## config.mk

```make
export PLATFORM = sky130hd
export DESIGN_NAME = xs_jtag_tap_responder
export DESIGN_NICKNAME = d
export VERILOG_FILES = /design/src/rtl/xs_jtag_pkg.sv /design/src/rtl/xs_jtag_tap_fsm.sv /design/src/rtl/xs_jtag_tap_responder.sv
export SDC_FILE = /design/constraint.sdc
export NUM_CORES = 1
export LEC_CHECK = 0
export ABC_AREA = 1
export BUFFER_PORTS_ARGS = -buffer_cell sky130_fd_sc_hd__buf_4
export CAP_MARGIN = 5
export CORE_MARGIN = 8
export CORE_UTILIZATION = 49
export DETAILED_ROUTE_END_ITERATION = 10
export PLACE_DENSITY = 0.88
export SYNTH_ARGS = -nofsm -noshare
export SYNTH_HDL_FRONTEND = slang
export SYNTH_SLANG_ARGS = --single-unit
```

## constraint.sdc

```tcl
create_clock -name clock -period 1.5 [get_ports clock]
set_input_delay 0.15 -clock clock [delete_from_list [all_inputs] [get_ports clock]]
set_output_delay 0.15 -clock clock [all_outputs]
set_load 0.05 [all_outputs]
```

## src/rtl/xs_jtag_pkg.sv

```systemverilog
// Shared types and helpers for the JTAG TAP responder: 1149.1 state encoding,
// default opcodes and the TMS-driven next-state function.
package xs_jtag_pkg;

   typedef enum logic [3:0] {
      EXIT2_DR         = 4'h0,
      EXIT1_DR         = 4'h1,
      SHIFT_DR         = 4'h2,
      PAUSE_DR         = 4'h3,
      SELECT_IR_SCAN   = 4'h4,
      UPDATE_DR        = 4'h5,
      CAPTURE_DR       = 4'h6,
      SELECT_DR_SCAN   = 4'h7,
      EXIT2_IR         = 4'h8,
      EXIT1_IR         = 4'h9,
      SHIFT_IR         = 4'hA,
      PAUSE_IR         = 4'hB,
      RUN_TEST_IDLE    = 4'hC,
      UPDATE_IR        = 4'hD,
      CAPTURE_IR       = 4'hE,
      TEST_LOGIC_RESET = 4'hF
   } tap_state_e;

   typedef enum logic [1:0] {
      DR_BYPASS = 2'd0,
      DR_IDCODE = 2'd1,
      DR_USER   = 2'd2
   } dr_sel_e;

   localparam int          DEF_IR_WIDTH      = 5;
   localparam int          DEF_USER_DR_WIDTH = 41;
   localparam int          IDCODE_WIDTH      = 32;
   localparam logic [31:0] DEF_IDCODE_VALUE  = 32'h1000_0A6D;
   localparam logic [4:0]  DEF_IR_IDCODE     = 5'h01;
   localparam logic [4:0]  DEF_IR_USER       = 5'h11;

   function automatic int max_int(input int a, input int b);
      return (a > b) ? a : b;
   endfunction

   function automatic tap_state_e tap_next_state(input tap_state_e cur, input logic tms);
      tap_state_e nxt;
      case (cur)
         TEST_LOGIC_RESET: nxt = tms ? TEST_LOGIC_RESET : RUN_TEST_IDLE;
         RUN_TEST_IDLE:    nxt = tms ? SELECT_DR_SCAN   : RUN_TEST_IDLE;
         SELECT_DR_SCAN:   nxt = tms ? SELECT_IR_SCAN   : CAPTURE_DR;
         CAPTURE_DR:       nxt = tms ? EXIT1_DR         : SHIFT_DR;
         SHIFT_DR:         nxt = tms ? EXIT1_DR         : SHIFT_DR;
         EXIT1_DR:         nxt = tms ? UPDATE_DR        : PAUSE_DR;
         PAUSE_DR:         nxt = tms ? EXIT2_DR         : PAUSE_DR;
         EXIT2_DR:         nxt = tms ? UPDATE_DR        : SHIFT_DR;
         UPDATE_DR:        nxt = tms ? SELECT_DR_SCAN   : RUN_TEST_IDLE;
         SELECT_IR_SCAN:   nxt = tms ? TEST_LOGIC_RESET : CAPTURE_IR;
         CAPTURE_IR:       nxt = tms ? EXIT1_IR         : SHIFT_IR;
         SHIFT_IR:         nxt = tms ? EXIT1_IR         : SHIFT_IR;
         EXIT1_IR:         nxt = tms ? UPDATE_IR        : PAUSE_IR;
         PAUSE_IR:         nxt = tms ? EXIT2_IR         : PAUSE_IR;
         EXIT2_IR:         nxt = tms ? UPDATE_IR        : SHIFT_IR;
         UPDATE_IR:        nxt = tms ? SELECT_DR_SCAN   : RUN_TEST_IDLE;
         default:          nxt = TEST_LOGIC_RESET;
      endcase
      return nxt;
   endfunction

endpackage

```

## src/rtl/xs_jtag_tap_fsm.sv

```systemverilog
// 16-state TAP controller; advances on detected TCK rises, forced to
// Test-Logic-Reset by TRSTn regardless of any coincident edge.
module xs_jtag_tap_fsm
   import xs_jtag_pkg::*;
(
   input  logic       clock,
   input  logic       reset,
   input  logic       rise,
   input  logic       tms,
   input  logic       trst_n,
   output tap_state_e state
);

   tap_state_e state_r;
   tap_state_e state_nxt_s;

   // State register
   always_ff @(posedge clock) begin
      if (reset) begin
         state_r <= TEST_LOGIC_RESET;
      end else begin
         state_r <= state_nxt_s;
      end
   end

   // Next-state selection: TRSTn beats any edge
   always_comb begin
      state_nxt_s = state_r;
      if (!trst_n) begin
         state_nxt_s = TEST_LOGIC_RESET;
      end else if (rise) begin
         state_nxt_s = tap_next_state(state_r, tms);
      end else begin
         state_nxt_s = state_r;
      end
   end

   assign state = state_r;

endmodule

```

## src/rtl/xs_jtag_tap_responder.sv

```systemverilog
// Target-side JTAG TAP in the system clock domain: IR plus IDCODE, BYPASS
// and USER data registers sharing one shift register; all outputs registered.
module xs_jtag_tap_responder
   import xs_jtag_pkg::*;
#(
   parameter int                     IR_WIDTH      = DEF_IR_WIDTH,
   parameter logic [31:0]            IDCODE_VALUE  = DEF_IDCODE_VALUE,
   parameter int                     USER_DR_WIDTH = DEF_USER_DR_WIDTH,
   parameter logic [IR_WIDTH-1:0]    IR_IDCODE     = DEF_IR_IDCODE,
   parameter logic [IR_WIDTH-1:0]    IR_USER       = DEF_IR_USER
)(
   input  logic                      clock,
   input  logic                      reset,
   input  logic                      jtag_TCK,
   input  logic                      jtag_TMS,
   input  logic                      jtag_TDI,
   input  logic                      jtag_TRSTn,
   output logic                      jtag_TDO_data,
   output logic                      jtag_TDO_driven,
   input  logic [USER_DR_WIDTH-1:0]  user_capture_data,
   output logic                      user_capture_strobe,
   output logic                      user_update_valid,
   output logic [USER_DR_WIDTH-1:0]  user_update_data,
   output logic [3:0]                tap_state
);

   localparam int SR_WIDTH = max_int(max_int(IDCODE_WIDTH, USER_DR_WIDTH), IR_WIDTH);
   localparam int IDX_W    = $clog2(SR_WIDTH);

   logic                     tck_q_r;
   logic                     rise_s;
   logic                     fall_s;
   tap_state_e               state_s;
   tap_state_e               next_state_s;
   logic [IR_WIDTH-1:0]      ir_r;
   logic [SR_WIDTH-1:0]      shift_r;
   logic [SR_WIDTH-1:0]      shift_next_s;
   logic [SR_WIDTH-1:0]      capture_dr_s;
   logic [IDX_W-1:0]         ins_idx_s;
   dr_sel_e                  dr_sel_s;
   logic                     tdo_data_r;
   logic                     tdo_driven_r;
   logic                     capture_strobe_r;
   logic                     update_valid_r;
   logic [USER_DR_WIDTH-1:0] update_data_r;

   assign rise_s       = !tck_q_r && jtag_TCK;
   assign fall_s       = tck_q_r && !jtag_TCK;
   assign next_state_s = tap_next_state(state_s, jtag_TMS);

   xs_jtag_tap_fsm u_fsm (
      .clock  (clock),
      .reset  (reset),
      .rise   (rise_s),
      .tms    (jtag_TMS),
      .trst_n (jtag_TRSTn),
      .state  (state_s)
   );

   // Data register selection and the value it captures
   always_comb begin
      dr_sel_s     = DR_BYPASS;
      capture_dr_s = {SR_WIDTH{1'b0}};
      if (ir_r == IR_IDCODE) begin
         dr_sel_s     = DR_IDCODE;
         capture_dr_s = SR_WIDTH'(IDCODE_VALUE);
      end else if (ir_r == IR_USER) begin
         dr_sel_s     = DR_USER;
         capture_dr_s = SR_WIDTH'(user_capture_data);
      end else begin
         dr_sel_s     = DR_BYPASS;
         capture_dr_s = {SR_WIDTH{1'b0}};
      end
   end

   // TDI enters at the MSB of whichever register is currently active
   always_comb begin
      ins_idx_s = {IDX_W{1'b0}};
      if (state_s == SHIFT_IR) begin
         ins_idx_s = IDX_W'(IR_WIDTH - 1);
      end else begin
         case (dr_sel_s)
            DR_IDCODE: ins_idx_s = IDX_W'(IDCODE_WIDTH - 1);
            DR_USER:   ins_idx_s = IDX_W'(USER_DR_WIDTH - 1);
            default:   ins_idx_s = {IDX_W{1'b0}};
         endcase
      end
      shift_next_s            = {1'b0, shift_r[SR_WIDTH-1:1]};
      shift_next_s[ins_idx_s] = jtag_TDI;
   end

   // Edge tracking, capture/shift on rise, update and TDO on fall
   always_ff @(posedge clock) begin
      if (reset) begin
         tck_q_r          <= 1'b0;
         ir_r             <= IR_IDCODE;
         shift_r          <= {SR_WIDTH{1'b0}};
         tdo_data_r       <= 1'b0;
         tdo_driven_r     <= 1'b0;
         capture_strobe_r <= 1'b0;
         update_valid_r   <= 1'b0;
         update_data_r    <= {USER_DR_WIDTH{1'b0}};
      end else begin
         tck_q_r          <= jtag_TCK;
         capture_strobe_r <= 1'b0;
         update_valid_r   <= 1'b0;
         if (!jtag_TRSTn) begin
            ir_r         <= IR_IDCODE;
            tdo_driven_r <= 1'b0;
         end else if (rise_s) begin
            case (state_s)
               CAPTURE_IR: shift_r <= {{(SR_WIDTH-2){1'b0}}, 2'b01};
               SHIFT_IR:   shift_r <= shift_next_s;
               CAPTURE_DR: begin
                  shift_r          <= capture_dr_s;
                  capture_strobe_r <= (dr_sel_s == DR_USER);
               end
               SHIFT_DR:   shift_r <= shift_next_s;
               default:    shift_r <= shift_r;
            endcase
            if (next_state_s == TEST_LOGIC_RESET) begin
               ir_r <= IR_IDCODE;
            end
         end else if (fall_s) begin
            if (state_s == SHIFT_IR || state_s == SHIFT_DR) begin
               tdo_data_r   <= shift_r[0];
               tdo_driven_r <= 1'b1;
            end else begin
               tdo_driven_r <= 1'b0;
            end
            if (state_s == UPDATE_IR) begin
               ir_r <= shift_r[IR_WIDTH-1:0];
            end
            if (state_s == UPDATE_DR && dr_sel_s == DR_USER) begin
               update_data_r  <= shift_r[USER_DR_WIDTH-1:0];
               update_valid_r <= 1'b1;
            end
         end
      end
   end

   assign jtag_TDO_data       = tdo_data_r;
   assign jtag_TDO_driven     = tdo_driven_r;
   assign user_capture_strobe = capture_strobe_r;
   assign user_update_valid   = update_valid_r;
   assign user_update_data    = update_data_r;
   assign tap_state           = state_s;

endmodule

```

* Word level (Yosys, flattened, before mapping)
Index checks and enable logic that the tools add are counted.
** Word-level totals
- Bits in registers :: 96
- Output and inout port bits :: 49
- Word-level logic and storage cells :: 88
** Cells by class
- $lt $le $gt $ge :: 2
- Eq/ne operators :: 21
- Mux-type cells :: 29
- Bitwise operators :: 4
- Reduce and logical (&&, ||, !) cells :: 23
** Operators with widths (count)
- case mux 41 bit (3 select lines) :: 1
- 2-to-1 mux 41 bit :: 2
- case mux 4 bit (12 select lines) :: 1
- bitwise mux 41 bit :: 1
- equality test 4 bit, second input constant :: 9
- 2-to-1 mux 5 bit :: 4
- equality test 4 x 3 -> 1 bit, second input constant :: 4
- 2-to-1 mux 2 bit :: 8
- 2-to-1 mux 3 bit :: 4
- case mux 6 bit (2 select lines) :: 1
- equality test 4 x 2 -> 1 bit, second input constant :: 2
- AND reduction 4 bit :: 2
- OR reduction 2 bit :: 4
- OR reduction 4 bit :: 2
- < comparator 6 x 7 -> 1 bit, second input constant :: 1
- demux 1 bit (select 6 bit) :: 1
- greater-or-equal comparator 6 x 1 -> 1 bit, second input constant :: 1
- 2-to-1 mux 6 bit :: 1
- AND reduction 3 bit :: 2
- equality test 5 x 1 -> 1 bit, second input constant :: 1
- equality test 5 bit, second input constant :: 1
- equality test 4 x 1 -> 1 bit, second input constant :: 1
- logical AND 1 bit :: 4
- logical NOT 4 bit :: 1
- 12 further kinds :: 20

* Longest topological paths before layout
- Word-level depth :: 12
- Mapped depth :: 14
- Gate-level depth less buffers :: 13

* Cells and area by module
Synthesis repeated with hierarchy kept, for this count alone.
** Unflattened totals
- Cells, all modules :: 561
- Area, all modules :: 4033.9 um^2
** Modules (own cells, without submodules)
- xs_jtag_tap_responder :: instances 1, cells an instance 512, area an instance 3762.4 um^2, sequential area each 1841.8 um^2
- xs_jtag_tap_fsm :: instances 1, cells an instance 49, area an instance 271.5 um^2, sequential area each 80.1 um^2

* Worst setup path before layout
Ideal clock, no wire load.
- Path type :: register to register
- Start :: reg u_fsm.state_r[2], in the netlist u_fsm.state[2]
- End :: reg ir_r[0]
- Arrival time :: 1.717 ns
- Required time :: 1.377 ns
- Slack :: -0.341 ns
- Cell stages (with the launch flop) :: 13
- Clock period less this slack :: 1.841 ns
- Path through :: dfxtp_1 -> buf_2 -> nand3_1 -> nand2_2 -> nand2_1 -> nand2_1 -> nand2_1 -> nor2_2 -> nand2_2 -> nand2_4 -> nand2_1 -> nand2_1 -> nand3_1
** On the way
- Word-level cells in the longest chain between the ends :: 6
- Elaborated cells on any way between the ends :: 24
- Classes of those cells :: 17 x eq/ne; 1 x mux; 6 x reduce/logical
** Ends and longest elaborated chain
- start: declaration :: RTL line xs_jtag_tap_fsm.sv:14 : tap_state_e state_r;
- start signal: assignment :: RTL line xs_jtag_tap_fsm.sv:22 : state_r <= state_nxt_s;
- equality test 4 bit, or another cell as far along :: RTL line xs_jtag_pkg.sv:43, xs_jtag_tap_responder.sv:131
- OR reduction 3 bit (no source line) or OR reduction 2 bit (tied branches)
- case mux 4 bit (12 select lines) :: RTL line xs_jtag_pkg.sv:43 : case (cur)
- equality test 4 bit :: RTL line xs_jtag_tap_responder.sv:121 : if (next_state_s == TEST_LOGIC_RESET) begin
- inequality test 2 x 1 -> 1 bit (no source line)
- AND reduction 3 bit (no source line) (*)
- end signal: assignment :: RTL line xs_jtag_tap_responder.sv:132 : ir_r <= shift_r[IR_WIDTH-1:0];
- end: declaration :: RTL line xs_jtag_tap_responder.sv:35 : logic [IR_WIDTH-1:0] ir_r;
Every way passes the cells marked *; elsewhere a longest branch is shown, timed or not.
A chain may end at the register's enable or synchronous reset.

* Final worst setup path
- Start :: reg ir_r[3]
- End :: reg update_data_r[26], in the netlist user_update_data[26]
** On the way
- Word-level cells in the longest chain between the ends :: 6
- Elaborated cells on any way between the ends :: 7
- Classes of those cells :: 3 x eq/ne; 2 x mux; 2 x reduce/logical
** Ends and longest elaborated chain
- equality test 5 bit :: RTL line xs_jtag_tap_responder.sv:67 : end else if (ir_r == IR_USER) begin
- 2-to-1 mux 2 bit :: RTL line xs_jtag_tap_responder.sv:67
- 2-to-1 mux 2 bit (*) :: RTL line xs_jtag_tap_responder.sv:64 : if (ir_r == IR_IDCODE) begin
- equality test 2 bit (*) :: RTL line xs_jtag_tap_responder.sv:134 : if (state_s == UPDATE_DR && dr_sel_s == DR_USER) begin
- logical AND 1 bit (*) :: RTL line xs_jtag_tap_responder.sv:134
- AND reduction 4 bit (no source line) (*)
- end signal: assignment :: RTL line xs_jtag_tap_responder.sv:102 : update_data_r <= {USER_DR_WIDTH{1'b0}};
- end signal: assignment :: RTL line xs_jtag_tap_responder.sv:135 : update_data_r <= shift_r[USER_DR_WIDTH-1:0];
- end: declaration :: RTL line xs_jtag_tap_responder.sv:45 : logic [USER_DR_WIDTH-1:0] update_data_r;
Marked as above.

==> impl_metrics.csv <==
group,metric,value,unit
run_status,run_status,"complete, but fails checks",
run_status,failed_checks,"negative setup slack",
power_and_ir_drop,power.leakage,2.548,nW
worst_setup_path,rr_startpoint,"ir_r[3]",
power_and_ir_drop,total_power,5.014,mW
die,die_w,108.8,um
layout,nets,697,
die,die_height,108.8,um
sta,setup_viol,88,
detailed_routing,vias_per_cell,6.032,
synth,ys_types,34,
synth,synthTopCellsByArea,"dfxtp_1 (46%), a21oi_1 (9.7%), o21ai_0 (7.6%), nand2_1 (5.7%), a221oi_2 (5.3%)",
worst_setup_path,cp.required,1.80,ns
synth,yosys.area.top_type_share,45.52,%
worst_setup_path,cp-start-kind,"flip-flop",
sta,slew_viol_final,0,
power_and_ir_drop,p_per_area,808.3,nW/um2
die,row_count,34,
synth,ys_ff_latch,96,
detailed_routing,wl_per_cell,20.57,um
placed_design,dp_hpwl,8535,um
clocking,clock_path_buffers,2,
sta,fin_worst_skew,0.01422,ns
die,die_area,11840,um2
layout,final_util,72.55,%
global_routing,antenna_found_initial,0,
worst_setup_path,worst-path-max-fanout,5,
clocking,hold_buffers,0,
clocking,numCtsBuffers,9,
synth,synthTopCellsByCount,"dfxtp_1 (96), a21oi_1 (82), nand2_1 (64), o21ai_0 (64), nor2_1 (53)",
detailed_routing,drtPass1Iterations,6,
global_routing,gr-total-overflow,0,
layout,finalInstanceArea,6203,um2
synth,async_flop_share,0,%
synth,yosys_warnings,0,
sta,hold_ws,0.02679,ns
clocking,tritoncts,"yes",
synth,yosysSeqAreaShare,45.52,%
clocking,clockRootBuffer,"clkbuf_8",
detailed_routing,vias,4578,
synth,synth_top_cell_by_area,"dfxtp_1",
clocking,clk_pin_slew,0.10,ns
sta,fmax,0.5970,GHz
global_routing,grt_pass1_wl,21360,um
synth,syn_area_per_cell,8.056,um2
die,core_area,8551,um2
clocking,clock_latency,0.37,ns
synth,synth_cells,524,
worst_setup_path,r2r-end,"user_update_data[26]",
layout,fillers,549,
synth,synth_edf_count,0,
sta,slew_headroom,64.93,%
synth,syn-cell-area,4222,um2
synth,synth_most_common_cell,"dfxtp_1",
layout,layout-area-overhead-vs-synth,46.95,%
synth,ys.flop_type,"dfxtp_1",
global_routing,grt_max_degree,37,
worst_setup_path,rr_worst_depth,9,
run,maxCapViolCount,0,
global_routing,grt_usage,22.64,%
detailed_routing,antenna_left,0,
sta,hold_viol,0,
detailed_routing,drt-total-wl,15610,um
worst_setup_path,crit_arrival,1.98,ns
sta,setup_ws,-0.1749,ns
layout,diodes,0,
synth,synthesis.nets,574,
layout,drive_gt1_share,49.00,%
placed_design,gp_routability_congestion,0.8606,
die,io_pins,96,
worst_setup_path,endpoint_kind,"flip-flop",
worst_setup_path,r2r_slack,-0.17,ns
die,start_util,49.37,%
placed_design,dpl_cell_area,5182,um2
global_routing,grt_pass1_vias,4460,
power_and_ir_drop,vdd.ir_drop.worst,559.8,uV
clocking,clock_sinks,96,
sta,grt_setup_unrepaired,"yes",
detailed_routing,drt_iter0_markers,495,
clocking,h-tree-depth,3,
worst_setup_path,critical_path.startpoint,"ir_r[3]",
detailed_routing,drcViolationCount,0,
sta,min_period,1.675,ns
sta,period_share,111.7,%
hold_path,hold_depth,3,
hold_path,hold_path.class,"in2reg",
worst_setup_path,path_class,"reg2reg",
worst_setup_path,endpoint,"user_update_data[26]",
sta,worstMarginPinSlew,0.5254,ns
placed_design,port_buffers,95,
cells by family (layout without fill, tap and decap cells):
logic type	after synthesis	in the layout	synth area share [%]
buffers and inverters	82	208	9.128
flip-flops	96	96	45.52
adder cells (fa/ha/maj)	3	3	0.8892
AND/OR/NAND/NOR	149	150	15.98
AO/OA/AOI/OAI	194	194	28.48
cell type report:
| cell class | count | area (um2) | share of cell area (%) |
|---|---|---|---|
| Clock inverter | 4 | 50.05 | 0.8068 |
| Timing Repair Buffer | 147 | 1355 | 21.84 |
| Multi-Input combinational cell | 347 | 2370 | 38.20 |
| Clock buffer | 11 | 162.7 | 2.622 |
| Inverter | 46 | 190.2 | 3.066 |
| Tap cell | 108 | 135.1 | 2.178 |
| Sequential cell | 96 | 1941 | 31.28 |
power by group:
part	internal (mW)	leakage, nW	total (mW)	switching (mW)
clock network	0.911	0.111	1.85	0.937
registers	2.57	0.776	2.60	0.0324
logic	0.238	1.66	0.564	0.326
what timing repair did:
action | 4_1_cts | 5_1_grt
pin swaps | 8 | 42
gates cloned | 5 | 3
endpoints found under the setup margin | 73 | 88
gates resized for setup | 37 | 141
setup buffers | 11 | 7
worst min-delay path by stage:
stage                  end                  start
6_report        shift_r[8]   user_capture_data[8]
2_1_floorplan  shift_r[10]  user_capture_data[10]
3_5_place_dp       tck_q_r                  reset
4_1_cts        shift_r[40]                  reset
3_3_place_gp       tck_q_r                  reset
5_1_grt        shift_r[40]                  reset
sequential cells by signal, indices dropped and copies added, names as in the netlist:
signal,flops
ir_r,5
jtag_TDO_data,1
jtag_TDO_driven,1
shift_r,41
tck_q_r,1
u_fsm.state,4
user_capture_strobe,1
user_update_data,41
user_update_valid,1
metrics by stage:
step	setup TNS, ns	setup WS [ns]	cells
6_report	-8.693	-0.1749	759
5_1_grt	-12.84	-0.2313	759
4_1_cts	-2.140	-0.07497	751
3_5_place_dp	-1.004	-0.07695	720
3_3_place_gp	-0.01626	-0.01626	720
2_1_floorplan	-0.2043	-0.02219	524
layout by cell type (no fill, tap or decap), drive strengths merged:
cell	count
a21oi	91
a221oi	23
a22oi	1
a41oi	1
and3	1
buf	144
bufinv	1
clkbuf	14
clkinv	3
dfxtp	96
ha	3
inv	46
nand2	71
nand3	14
nand3b	2
nor2	61
nor3	1
o211ai	3
o21ai	74
o41ai	1
layer usage:
layer  up-vias  wire [um]  GRT usage [%]
li1       2029          -              -
met1      2159       5741          26.17
met2       298       7831          37.27
met3        92       1182          5.378
met4         0        854          13.98
met5         -          0              0
critical path: stages, from the launching register on:
cell       delay, ns
dfxtp_2         0.34
nor2_2          0.09
nand3b_1        0.15
nor2_2          0.20
inv_2           0.10
nor2_4          0.18
buf_6           0.17
clkbuf_16       0.16
o21ai_1         0.07
a21oi_1         0.13
No activity file was read; power rests on OpenSTA's default activity.
